===== src/rtl/lu_serial_arbiter_pkg.sv =====
// Shared op codes and FSM state encodings for the serial logic-unit arbiter.
package lu_serial_arbiter_pkg;

  localparam logic [2:0] OP_NOTA = 3'b000;
  localparam logic [2:0] OP_NOTB = 3'b001;
  localparam logic [2:0] OP_AND  = 3'b010;
  localparam logic [2:0] OP_NAND = 3'b011;
  localparam logic [2:0] OP_OR   = 3'b100;
  localparam logic [2:0] OP_NOR  = 3'b101;
  localparam logic [2:0] OP_XOR  = 3'b110;
  localparam logic [2:0] OP_XNOR = 3'b111;

  localparam logic [1:0] ST_IDLE = 2'd0;
  localparam logic [1:0] ST_RUN  = 2'd1;
  localparam logic [1:0] ST_DONE = 2'd2;

endpackage


===== src/rtl/lu_serial_arbiter_lu_bit8.sv =====
// Purely combinational 1-bit logic unit with eight selectable functions.
module lu_bit8
  import lu_serial_arbiter_pkg::*;
(
  input  logic       a,
  input  logic       b,
  input  logic [2:0] op,
  output logic       y
);

  always_comb begin
    y = 1'b0;
    case (op)
      OP_NOTA: y = ~a;
      OP_NOTB: y = ~b;
      OP_AND:  y = a & b;
      OP_NAND: y = ~(a & b);
      OP_OR:   y = a | b;
      OP_NOR:  y = ~(a | b);
      OP_XOR:  y = a ^ b;
      OP_XNOR: y = ~(a ^ b);
      default: y = 1'b0;
    endcase
  end

endmodule


===== src/rtl/lu_serial_arbiter.sv =====
// Round-robin arbiter sharing one 1-bit logic unit between two requesters;
// operands are streamed LSB-first and the assembled word is returned with its id.
module lu_serial_arbiter
  import lu_serial_arbiter_pkg::*;
#(
  parameter int WIDTH = 4
) (
  input  logic               clk,
  input  logic               rst_n,
  input  logic [1:0]         req_valid,
  output logic [1:0]         req_ready,
  input  logic [2*WIDTH-1:0] req_a,
  input  logic [2*WIDTH-1:0] req_b,
  input  logic [5:0]         req_op,
  output logic               rsp_valid,
  input  logic               rsp_ready,
  output logic               rsp_id,
  output logic [WIDTH-1:0]   rsp_data,
  output logic               busy
);

  localparam int CNT_W = $clog2(WIDTH);
  localparam logic [CNT_W-1:0] CNT_LAST = CNT_W'(WIDTH - 1);

  logic [1:0]       state;
  logic [CNT_W-1:0] cnt;
  logic             last_grant;
  logic             id_q;

  logic [WIDTH-1:0] a_q;
  logic [WIDTH-1:0] b_q;
  logic [2:0]       op_q;
  logic [WIDTH-1:0] result_q;

  logic             grant_ok;
  logic             grant_id;
  logic             lu_y;

  // Grant selection: a lone requester wins; on a tie, the one not served last.
  always_comb begin
    grant_ok = 1'b0;
    grant_id = 1'b0;
    if (state == ST_IDLE) begin
      case (req_valid)
        2'b01: begin grant_ok = 1'b1; grant_id = 1'b0;        end
        2'b10: begin grant_ok = 1'b1; grant_id = 1'b1;        end
        2'b11: begin grant_ok = 1'b1; grant_id = ~last_grant; end
        default: begin grant_ok = 1'b0; grant_id = 1'b0;      end
      endcase
    end
  end

  assign req_ready = {grant_ok & grant_id, grant_ok & ~grant_id};

  always_ff @(posedge clk or negedge rst_n) begin
    if (!rst_n) begin
      state      <= ST_IDLE;
      cnt        <= '0;
      last_grant <= 1'b1;
      id_q       <= 1'b0;
    end else begin
      case (state)
        ST_IDLE: begin
          if (grant_ok) begin
            last_grant <= grant_id;
            id_q       <= grant_id;
            cnt        <= '0;
            state      <= ST_RUN;
          end
        end
        ST_RUN: begin
          cnt <= cnt + 1'b1;
          if (cnt == CNT_LAST) state <= ST_DONE;
        end
        ST_DONE: begin
          if (rsp_ready) state <= ST_IDLE;
        end
        default: state <= ST_IDLE;
      endcase
    end
  end

  // Operand capture at accept; result bits filled one per RUN cycle.
  always_ff @(posedge clk) begin
    if (state == ST_IDLE && grant_ok) begin
      a_q  <= grant_id ? req_a[2*WIDTH-1:WIDTH] : req_a[WIDTH-1:0];
      b_q  <= grant_id ? req_b[2*WIDTH-1:WIDTH] : req_b[WIDTH-1:0];
      op_q <= grant_id ? req_op[5:3] : req_op[2:0];
    end
    if (state == ST_RUN) result_q[cnt] <= lu_y;
  end

  lu_bit8 u_lu (
    .a  (a_q[cnt]),
    .b  (b_q[cnt]),
    .op (op_q),
    .y  (lu_y)
  );

  assign rsp_valid = (state == ST_DONE);
  assign rsp_data  = (state == ST_DONE) ? result_q : '0;
  assign rsp_id    = id_q;
  assign busy      = (state == ST_RUN) || (state == ST_DONE);

endmodule


===== config.mk =====
export PLATFORM = sky130hd
export DESIGN_NAME = lu_serial_arbiter
export DESIGN_NICKNAME = d
export VERILOG_FILES = /design/src/rtl/lu_serial_arbiter_pkg.sv /design/src/rtl/lu_serial_arbiter_lu_bit8.sv /design/src/rtl/lu_serial_arbiter.sv
export SDC_FILE = /design/constraint.sdc
export NUM_CORES = 1
export LEC_CHECK = 0
export ABC_AREA = 0
export ABC_CLOCK_PERIOD_IN_PS = 1900
export CAP_MARGIN = 30
export CELL_PAD_IN_SITES_DETAIL_PLACEMENT = 0
export CELL_PAD_IN_SITES_GLOBAL_PLACEMENT = 1
export CORE_MARGIN = 5
export CORE_UTILIZATION = 32
export CTS_CLUSTER_SIZE = 20
export DETAILED_ROUTE_END_ITERATION = 10
export PLACE_DENSITY_LB_ADDON = 0.1
export REMOVE_ABC_BUFFERS = 1
export SKIP_CTS_REPAIR_TIMING = 1
export SYNTH_ARGS = -nofsm -noshare
export SYNTH_HDL_FRONTEND = slang
export SYNTH_SLANG_ARGS = --single-unit

===== constraint.sdc =====
create_clock -name clk -period 1.9 [get_ports clk]
set_clock_uncertainty 0.05 [all_clocks]
set_input_delay 0.19 -clock clk [delete_from_list [all_inputs] [get_ports clk]]
set_output_delay 0.19 -clock clk [all_outputs]
set_load 0.05 [all_outputs]

==> results of run 1 <==
## power groups by stage
stage,Combinational (W),Sequential [W],Clock (W)
floorplan,0.000864,0.000854,0
global placement,0.00147,0.000827,0
detailed placement,0.00149,0.000834,0
CTS,0.00150,0.000825,0.000299
global route,0.00177,0.000846,0.000324
finish,0.00161,0.000826,0.000293
## state kept, by name, indices dropped and copies added, names as in the netlist
name	cells
op_q	3
result_q	4
cnt	2
b_q	4
state	2
a_q	4
last_grant	1
rsp_id	1
## how the worst min path moves through the flow
stage	endpoint	startpoint	cells after the start	slack [ns]
2_1_floorplan	cnt[0]	rst_n	0	-0.16
3_3_place_gp	rsp_id	rsp_id	2	0.41
3_5_place_dp	rsp_id	rsp_id	2	0.42
4_1_cts	rsp_id	rst_n	1	0.15
5_1_grt	rsp_id	rst_n	1	0.15
6_report	rsp_id	rst_n	1	0.13
## synth_stat cells (2+ instances only)
library cell  count  area, sq um
edfxtp_1         15        450.4
nor2_1            3        11.26
dfrtp_1           5        125.1
o21ai_0           7        35.03
a31oi_1           2        12.51
mux2_2           13        146.4
inv_1            11        41.29
ha_1             10        125.1
and2_1            8        50.05
nand2_1           7        26.28
mux2i_1           2        20.02
nand3_1           2        10.01
a21oi_1           2        10.01
## layout make-up
cell class	count	area, sq um	share of cell area
clock buffers	4	45.04	0.02486
inverters	12	45.04	0.02486
multi-input cells	65	578.1	0.3191
flip-flops and latches	21	603.1	0.3329
well taps	48	60.06	0.03315
repair buffers	40	480.5	0.2652
## cells by family after synthesis
group / Yosys count / share of synthesized area
fa+ha+maj: 10 / 0.1055
simple gates: 24 / 0.1097
compound gates: 14 / 0.06857
xor+xnor: 1 / 0.007385
flops: 21 / 0.5074
buf+inv: 13 / 0.04219
mux: 16 / 0.1593
## layer usage
metal | vias to the layer above | wire length (um) | share of wire | global-route usage
met3 | 4 | 142 | 0.060 | 0.03409
met2 | 26 | 1232 | 0.52 | 0.1792
met1 | 402 | 969 | 0.41 | 0.1089
met4 | 0 | 36 | 0.015 | 0.04384
met5 | - | 0 | 0 | 0
li1 | 436 | - | - | -
## worst max-delay path, delay by kind of cell (launching register included)
kind / cells / cell delay [ns]
DFF: 1 / 0.44
and+or+nand+nor: 1 / 0.39
muxes: 2 / 0.31
adders and majority gates: 1 / 0.28
AOI/OAI and AO/OA: 1 / 0.21
buffers and inverters: 2 / 0.18
## through the flow
| step | area [sq um] | hold WS [ns] | TNS, ns | cells | util |
|---|---|---|---|---|---|
| 2_1_floorplan | 1181 | -0.1556 | -0.5799 | 98 | - |
| 3_3_place_gp | 1722 | 0.4061 | -0.7398 | 186 | 0.4738 |
| 3_5_place_dp | 1722 | 0.4244 | -1.114 | 186 | 0.4738 |
| 4_1_cts | 1767 | 0.1453 | -1.284 | 190 | 0.4862 |
| 5_1_grt | 1812 | 0.1498 | -0.8252 | 190 | 0.4986 |
| 6_report | 1812 | 0.1289 | -0.4942 | 190 | 0.4986 |
==> flow_metrics.env, run 1 <==
export IMPL_grt_pass1_vias=930
export IMPL_die_area_sq_um=5024
export IMPL_grt_max_degree=15
export IMPL_r2r_start="cnt[1]"
export IMPL_dr_pass1_iters=2
export IMPL_power_total_w=0.002732
export IMPL_viasPerCell=4.568
export IMPL_drc=0
export IMPL_irDropWorstVdd_v=0.0006080
export IMPL_syn_inst=99
export IMPL_ys_seq_elements=21
export IMPL_wl_um=2380
export IMPL_numPortBuffers=35
export IMPL_powerDensity_nw_per_um2=1508
export IMPL_relSlewSlack=0.6613
export IMPL_violations="setup timing"
export IMPL_drive_gt1_frac=0.2887
export IMPL_hp_class="input port to asynchronous set/reset pin"
export IMPL_synthFlopType="edfxtp_1"
export IMPL_layout_common_cells="clkdlybuf4s50_1 (27), edfxtp_1 (15), mux2_2 (12)"
export IMPL_worst_ep_arrival_time_ns=2.07
export IMPL_r2r_end="result_q[2]"
export IMPL_antenna_found_initial=0
export IMPL_layout_setup_ws_ns=-0.1236
export IMPL_async_flop_share=0.2857
export IMPL_grt_pass1_wl_um=4002
export IMPL_cp_max_fo=4
export IMPL_max_stage_delay_ns=0.44
export IMPL_crit_end="result_q[2]"
export IMPL_start_util=0.3264
export IMPL_final_common_cell="clkdlybuf4s50_1"
export IMPL_core_area_sq_um=3633
export IMPL_clock_power_share=0.107
export IMPL_synthToLayoutAreaGrowth_pct=52.74
export IMPL_rsz0062_at_grt="yes"
export IMPL_crit_start="cnt[1]"
export IMPL_pwr_share_comb=0.590
export IMPL_grt_total_usage=0.1011
export IMPL_ant_nets=0
export IMPL_slew_violations=0
export IMPL_worst_pin_slew_ns=0.5034
export IMPL_startpoint_type="flop"
export IMPL_maxCapViolCount=0
export IMPL_internal_power_w=0.001673
export IMPL_clockRootBuffer="clkbuf_8"
export IMPL_hold_viol_final=0
export IMPL_ys_types=25
export IMPL_swShare=0.3878
export IMPL_numCtsBuffers=3
export IMPL_fin_nets=180
export IMPL_clkTransAtPathRegs_ns=0.08
export IMPL_fin_crit_ns=2.024
export IMPL_h_tree_depth=1
export IMPL_antenna_cells=0
export IMPL_cts_tree="done"
export IMPL_ctsLongestPathBuffers=2
export IMPL_die_width_um=70.88
export IMPL_p_seq_frac=0.303
export IMPL_cp_required_ns=1.95
export IMPL_place_hpwl_um=1899
export IMPL_synth_edf_count=15
export IMPL_gp_congestion=0.7723
export IMPL_max_freq_mhz=494.2
export IMPL_num_rows=22
export IMPL_post_route_period_util=1.065
export IMPL_dp_slack_ns=-0.2786
export IMPL_crit_slowest_cell="dfrtp_2"
export IMPL_ff2ff_path_depth=7
export IMPL_syn_avg_cell_area_sq_um=11.98
export IMPL_yosys_warnings=0
export IMPL_dieHeight_um=70.88
export IMPL_netlist_area_sq_um=1186
export IMPL_cp_end_kind="flop"
export IMPL_clk_latency_ns=0.26
export IMPL_drtIter0Drc=21
export IMPL_seq_area_frac_synth=0.5074
export IMPL_rrSetupSlack_ns=-0.12
export IMPL_p_sw_w=0.001059
export IMPL_crit_chain="buf_4 -> mux4_2 -> inv_2 -> ha_1 -> mux2i_2 -> or3b_4 -> a31oi_4"
export IMPL_vias=868
export IMPL_grt_ovfl_total=0
export IMPL_crit_type="flop to flop"
export IMPL_power_leakage_nw=0.7203
export IMPL_fillerInstances=366
export IMPL_detail_route_wl_per_cell_um=12.53
export IMPL_ios=36
export IMPL_outcome="finished with violations"
export IMPL_setup_viol=4
export IMPL_clock_sinks=21
No activity file was read; power rests on OpenSTA's default activity.
==> run 2: changes to the inputs <==
Settings changed: GPL_ROUTABILITY_DRIVEN set to 0.
==> results of run 2 <==
The final DEF is identical to that of run 1; final timing and power are the same.
